`src/rtl/msix_vec_sched.sv`:
```
// msix_vec_sched: MSI-X pending/mask/round-robin scheduler issuing one DW write per interrupt
//   clk, rst_n            : clock, synchronous active-low reset
//   intr_req, vec_mask    : per-vector request pulses and masks (1 = masked)
//   cfg_we/idx/addr/data  : vector-table write port
//   wr_valid/ready/addr/data/id : DW write handshake toward the host path
//   pend, coal_cnt, busy  : pending-bit array, saturating coalesce count, ISSUE indicator
module msix_vec_sched #(
   parameter int NUM_VEC = 8,
   parameter int ADDR_W  = 64,
   parameter int DATA_W  = 32,
   parameter int IDX_W   = $clog2(NUM_VEC)
) (
   input  logic               clk,
   input  logic               rst_n,
   input  logic [NUM_VEC-1:0] intr_req,
   input  logic [NUM_VEC-1:0] vec_mask,
   input  logic               cfg_we,
   input  logic [IDX_W-1:0]   cfg_idx,
   input  logic [ADDR_W-1:0]  cfg_addr,
   input  logic [DATA_W-1:0]  cfg_data,
   output logic               wr_valid,
   input  logic               wr_ready,
   output logic [ADDR_W-1:0]  wr_addr,
   output logic [DATA_W-1:0]  wr_data,
   output logic [IDX_W-1:0]   wr_id,
   output logic [NUM_VEC-1:0] pend,
   output logic [15:0]        coal_cnt,
   output logic               busy
);
   localparam int HW = $clog2(NUM_VEC + 1);
   typedef enum logic {IDLE, ISSUE} state_t;
   state_t state_q, state_d;
   logic [ADDR_W-1:0]  addr_q [NUM_VEC];
   logic [DATA_W-1:0]  data_q [NUM_VEC];
   logic [NUM_VEC-1:0] pend_q, pend_d, elig, clr, coal_hit;
   logic [15:0]        coal_q, coal_d;
   logic [16:0]        coal_sum;
   logic [HW-1:0]      hits;
   logic [IDX_W-1:0]   last_q, win_idx, cand, wr_id_q;
   logic [ADDR_W-1:0]  wr_addr_q;
   logic [DATA_W-1:0]  wr_data_q;
   logic               win_found, accept;
   // unprogrammed (addr == 0) and masked vectors stay pending but never compete
   always_comb begin
      elig = '0;
      for (int i = 0; i < NUM_VEC; i++) elig[i] = pend_q[i] & ~vec_mask[i] & (addr_q[i] != '0);
   end
   // round-robin: first eligible vector after the last granted one
   always_comb begin
      win_found = 1'b0;
      win_idx   = '0;
      cand      = '0;
      for (int k = 1; k <= NUM_VEC; k++) begin
         cand = IDX_W'((int'(last_q) + k) % NUM_VEC);
         if (!win_found && elig[cand]) begin
            win_found = 1'b1;
            win_idx   = cand;
         end
      end
   end
   assign accept   = (state_q == ISSUE) & wr_ready;
   assign clr      = accept ? NUM_VEC'(1) << wr_id_q : '0;
   // a request landing on the accept cycle survives the clear as a fresh request
   assign pend_d   = (pend_q & ~clr) | intr_req;
   assign coal_hit = intr_req & pend_q & ~clr;
   always_comb begin
      hits = '0;
      for (int i = 0; i < NUM_VEC; i++) hits = hits + HW'(coal_hit[i]);
   end
   assign coal_sum = {1'b0, coal_q} + 17'(hits);
   assign coal_d   = coal_sum[16] ? 16'hFFFF : coal_sum[15:0];
   always_ff @(posedge clk) begin
      if (!rst_n) state_q <= IDLE;
      else state_q <= state_d;
   end
   always_comb begin
      state_d = (state_q == IDLE) ? (win_found ? ISSUE : IDLE) : (wr_ready ? IDLE : ISSUE);
   end
   always_comb begin
      wr_valid = (state_q == ISSUE);
      busy     = (state_q == ISSUE);
   end
   always_ff @(posedge clk) begin
      if (!rst_n) begin
         pend_q    <= '0;
         coal_q    <= '0;
         last_q    <= IDX_W'(NUM_VEC - 1);
         wr_id_q   <= '0;
         wr_addr_q <= '0;
         wr_data_q <= '0;
         for (int i = 0; i < NUM_VEC; i++) begin
            addr_q[i] <= '0;
            data_q[i] <= '0;
         end
      end else begin
         pend_q <= pend_d;
         coal_q <= coal_d;
         if (cfg_we) begin
            addr_q[cfg_idx] <= cfg_addr;
            data_q[cfg_idx] <= cfg_data;
         end
         // the write is snapshotted here so table/mask changes cannot disturb it in flight
         if (state_q == IDLE && win_found) begin
            wr_id_q   <= win_idx;
            wr_addr_q <= addr_q[win_idx];
            wr_data_q <= data_q[win_idx];
         end
         if (accept) last_q <= wr_id_q;
      end
   end
   assign wr_addr  = wr_addr_q;
   assign wr_data  = wr_data_q;
   assign wr_id    = wr_id_q;
   assign pend     = pend_q;
   assign coal_cnt = coal_q;
endmodule

```
`config.mk`:
```
export PLATFORM = sky130hd
export DESIGN_NAME = msix_vec_sched
export DESIGN_NICKNAME = d
export VERILOG_FILES = /design/src/rtl/msix_vec_sched.sv
export SDC_FILE = /design/constraint.sdc
export NUM_CORES = 2
export LEC_CHECK = 0
export CAP_MARGIN = 5
export CELL_PAD_IN_SITES_DETAIL_PLACEMENT = 0
export CELL_PAD_IN_SITES_GLOBAL_PLACEMENT = 2
export CORE_UTILIZATION = 42
export CTS_BUF_LIST = sky130_fd_sc_hd__clkbuf_8 sky130_fd_sc_hd__clkbuf_16
export CTS_CLUSTER_SIZE = 25
export DETAILED_ROUTE_END_ITERATION = 6
export HOLD_SLACK_MARGIN = 0.1
export MAX_ROUTING_LAYER = met4
export PLACE_DENSITY = 0.89
export SLEW_MARGIN = 25
export SYNTH_ARGS = -nofsm -noshare
export SYNTH_HDL_FRONTEND = slang
export SYNTH_SLANG_ARGS = --single-unit
```
`constraint.sdc`:
```
create_clock -name clk -period 14.7 [get_ports clk]
set_clock_uncertainty 0.1 [all_clocks]
set_input_delay 3.675 -clock clk [delete_from_list [all_inputs] [get_ports clk]]
set_output_delay 3.675 -clock clk [all_outputs]
set_load 0.02 [all_outputs]
```
==> flow_summary.json <==
{
  "run_status": "complete, but fails checks",
  "failed_checks": "design-rule violations",
  "setup_repair_after_global_routing_missed_its_margin": "no",
  "floorplan.die_area_um2": 98400,
  "cts-root-to-sink-buffers": 3,
  "cts-htree-levels": 3,
  "timing.setup.critical_path_class": "in -> reg",
  "drtIter0Drc": 3401,
  "cts_hold_buffers": 0,
  "final_instance_area_um2": 47600,
  "whs_ps": 442,
  "clock-sinks": 895,
  "mapped_cells": 3254,
  "grt_use_met1_pct": 34.5,
  "dr_total_vias": 28300,
  "groute.usage.overall_pct": 26.4,
  "drt-pass1-iter-count": 7,
  "ys_top_cells_by_area": "edfxtp_1 (57%), and2_1 (12%), dfxtp_1 (6.2%)",
  "dp_worst_setup_slack_ps": 4670,
  "syn-cell-area_um2": 40800,
  "timing.critical_path.to_type": "register",
  "post_layout_nonfiller_instances": 4755,
  "top_area_cell_type_share_of_the_netlist_area_pct": 56.5,
  "gr-usage-met3_pct": 4.65,
  "path_cells": "clkdlybuf4s50_1 > nor2b_1 > and2_1 > inv_1 > o22ai_1 > o22ai_1 > a211oi_1 > nor4_1 > a211oi_1 > nand2_8 > nor2_4 > buf_4 > a222oi_1 > a221oi_1",
  "routabilityCongestion": 0.907,
  "synth_enable_flop_cells": 768,
  "max_slew.worst_pin.slew_ps": 1100,
  "grt_max_degree": 185,
  "slew_headroom_pct": 25.8,
  "rows": 113,
  "hpwl_um": 77500,
  "global_route.usage.met2_pct": 41.8,
  "post_route_cells_drive_above_1_share_pct": 10.3,
  "clk_latency_ps": 680,
  "clk_pin_slew_ps": 60,
  "cp_slowest_cell": "buf_4",
  "critPathArrivalTime_ps": 9550,
  "power_leakage_nw": 16.4,
  "worst-path-buf-inv": 3,
  "maxCapViolCount": 0,
  "height_of_the_chip_um": 314,
  "grt_pass1_vias": 27500,
  "post_synth.cell_area_avg_um2": 12.5,
  "start_kind": "input pin",
  "worst_hold_path_type": "reg -> reg",
  "mappedNetlistNets": 3386,
  "drtAntennaViolNets": 0,
  "core_area_um2": 95600,
  "ys_async_sr_fraction_pct": 0,
  "grt_first_pass_wirelength_um": 186000,
  "critical_path.top_delay_family": "compound AO/OA/AOI/OAI gates",
  "ys_seq_elements": 895,
  "yosys.cell_types.count": 70,
  "synthToLayoutAreaGrowth_pct": 16.6,
  "placement.io_buffers": 243,
  "largest_stage_delay_worst_path_ps": 870,
  "postPlaceCellArea_um2": 44300,
  "floorplan.initialDensity_pct": 42.7,
  "min_period_over_period_pct": 61.9,
  "final_hold_viol_count": 0,
  "drt_drc_violations_left": 2,
  "vdd_ir_drop_max_uv": 204,
  "powerDensity_nw_per_um2": 174,
  "worst_slack_ps": 5610,
  "top_usage_layer": "met2",
  "root_buffer": "clkbuf_16",
  "timing.final.setup_violations": 0,
  "finalWirelength_um": 129000,
  "antenna_violations_before_repair": 10,
  "synthMostInstantiatedCell": "and2_1",
  "numPlacedInstances": 4565,
  "ys.warnings.count": 0,
  "via_per_inst": 5.95,
  "critical_path_required_ps": 15160,
  "path_max_fanout": 105,
  "floorplan.die.width_um": 314,
  "slew_violations": 0,
  "globalRoute.totalOverflow": 0,
  "finalNetCount": 3532,
  "number_of_setup_buffers_added_after_cts": 0,
  "wl_per_cell_um": 27.0,
  "cts_tree": "built",
  "postCtsResizedCells": 0,
  "cts_buffers": 95,
  "sum_of_negative_setup_slack_ps": 0,
  "period_needed_ps": 9090,
  "fmax_mhz": 110,
  "yosys_most_used_dff": "edfxtp_1",
  "num_io_pins": 244,
  "synth-seq-area-share_pct": 62.8,
  "ys_top_cells_by_count": "and2_1 (773), edfxtp_1 (768), nand2_1 (332), clkbuf_1 (176), nor4_1 (129)",
  "yosysTopAreaCell": "edfxtp_1"
}
==> per-layer routing <==
| layer | vias to the layer above | routed length (um) |
|---|---|---|
| li1 | 12600 | - |
| met1 | 14200 | 52700 |
| met2 | 1385 | 61100 |
| met3 | 170 | 11400 |
| met4 | 0 | 3400 |
| met5 | - | 0 |
==> cells in the final DEF (no fill, tap or decap), types with 41 or more instances in the layout <==
cell type and n:
nor4_1 127, and2_1 772, inv_1 42, o21ai_0 104, a32o_1 96, clkbuf_16 96, a221oi_1 56, edfxtp_1 768
buf_4 45, a222oi_1 96, nand2_1 331, a21oi_1 123, a221oi_2 41, clkdlybuf4s50_1 242, dfxtp_1 127, mux2_2 80
==> cell type report <==
class	count	area, um^2
Antenna cell	8	20.0
Clock buffer	112	2620
Clock inverter	67	571
Fill cell	8347	48000
Inverter	18	67.6
Multi-Input combinational cell	2099	14200
Sequential cell	895	25600
Tap cell	1265	1580
Timing Repair Buffer	291	2850
==> power by group <==
group,switching [mW],internal (mW),leakage (nW)
clock,1.02,1.43,1.68
sequential,0.233,3.04,8.41
combinational,1.58,0.980,6.27
==> tightest hold or removal path: stages (launching register included) <==
cell	delay, ps
dfxtp_1	320
o21ai_0	100
a21oi_1	70
==> metrics by stage <==
step	power (mW)	util, %
floorplan	4.92	-
global placement	5.83	46.3
detailed placement	5.84	46.3
CTS	8.27	49.6
global route	8.56	49.8
finish	8.27	49.8
==> registers in the layout, summed over array words and instances (netlist names) <==
signal,flops
addr_q,512
busy,1
coal_cnt,16
data_q,256
last_q,3
pend,8
wr_addr,64
wr_data,32
wr_id,3
==> kinds of logic after synthesis <==
group	synth area share, %
and+or+nand+nor	19.2
DFF	62.8
AOI/OAI and AO/OA	11.3
buffers and inverters	2.81
muxes	3.06
xor gates and xnor gates	0.365
adders and majority gates	0.491
==> worst paths after layout <==
path,cells after the start,slack [ps],start,to
setup / recovery,14,5610,vec_mask[5],wr_addr[56]
hold / removal,2,440,pend[5],pend[5]
setup reg to reg,13,7130,addr_q[4][47],wr_addr[56]
hold reg to reg,2,440,pend[5],pend[5]
Power figures use the tool's default switching activity.
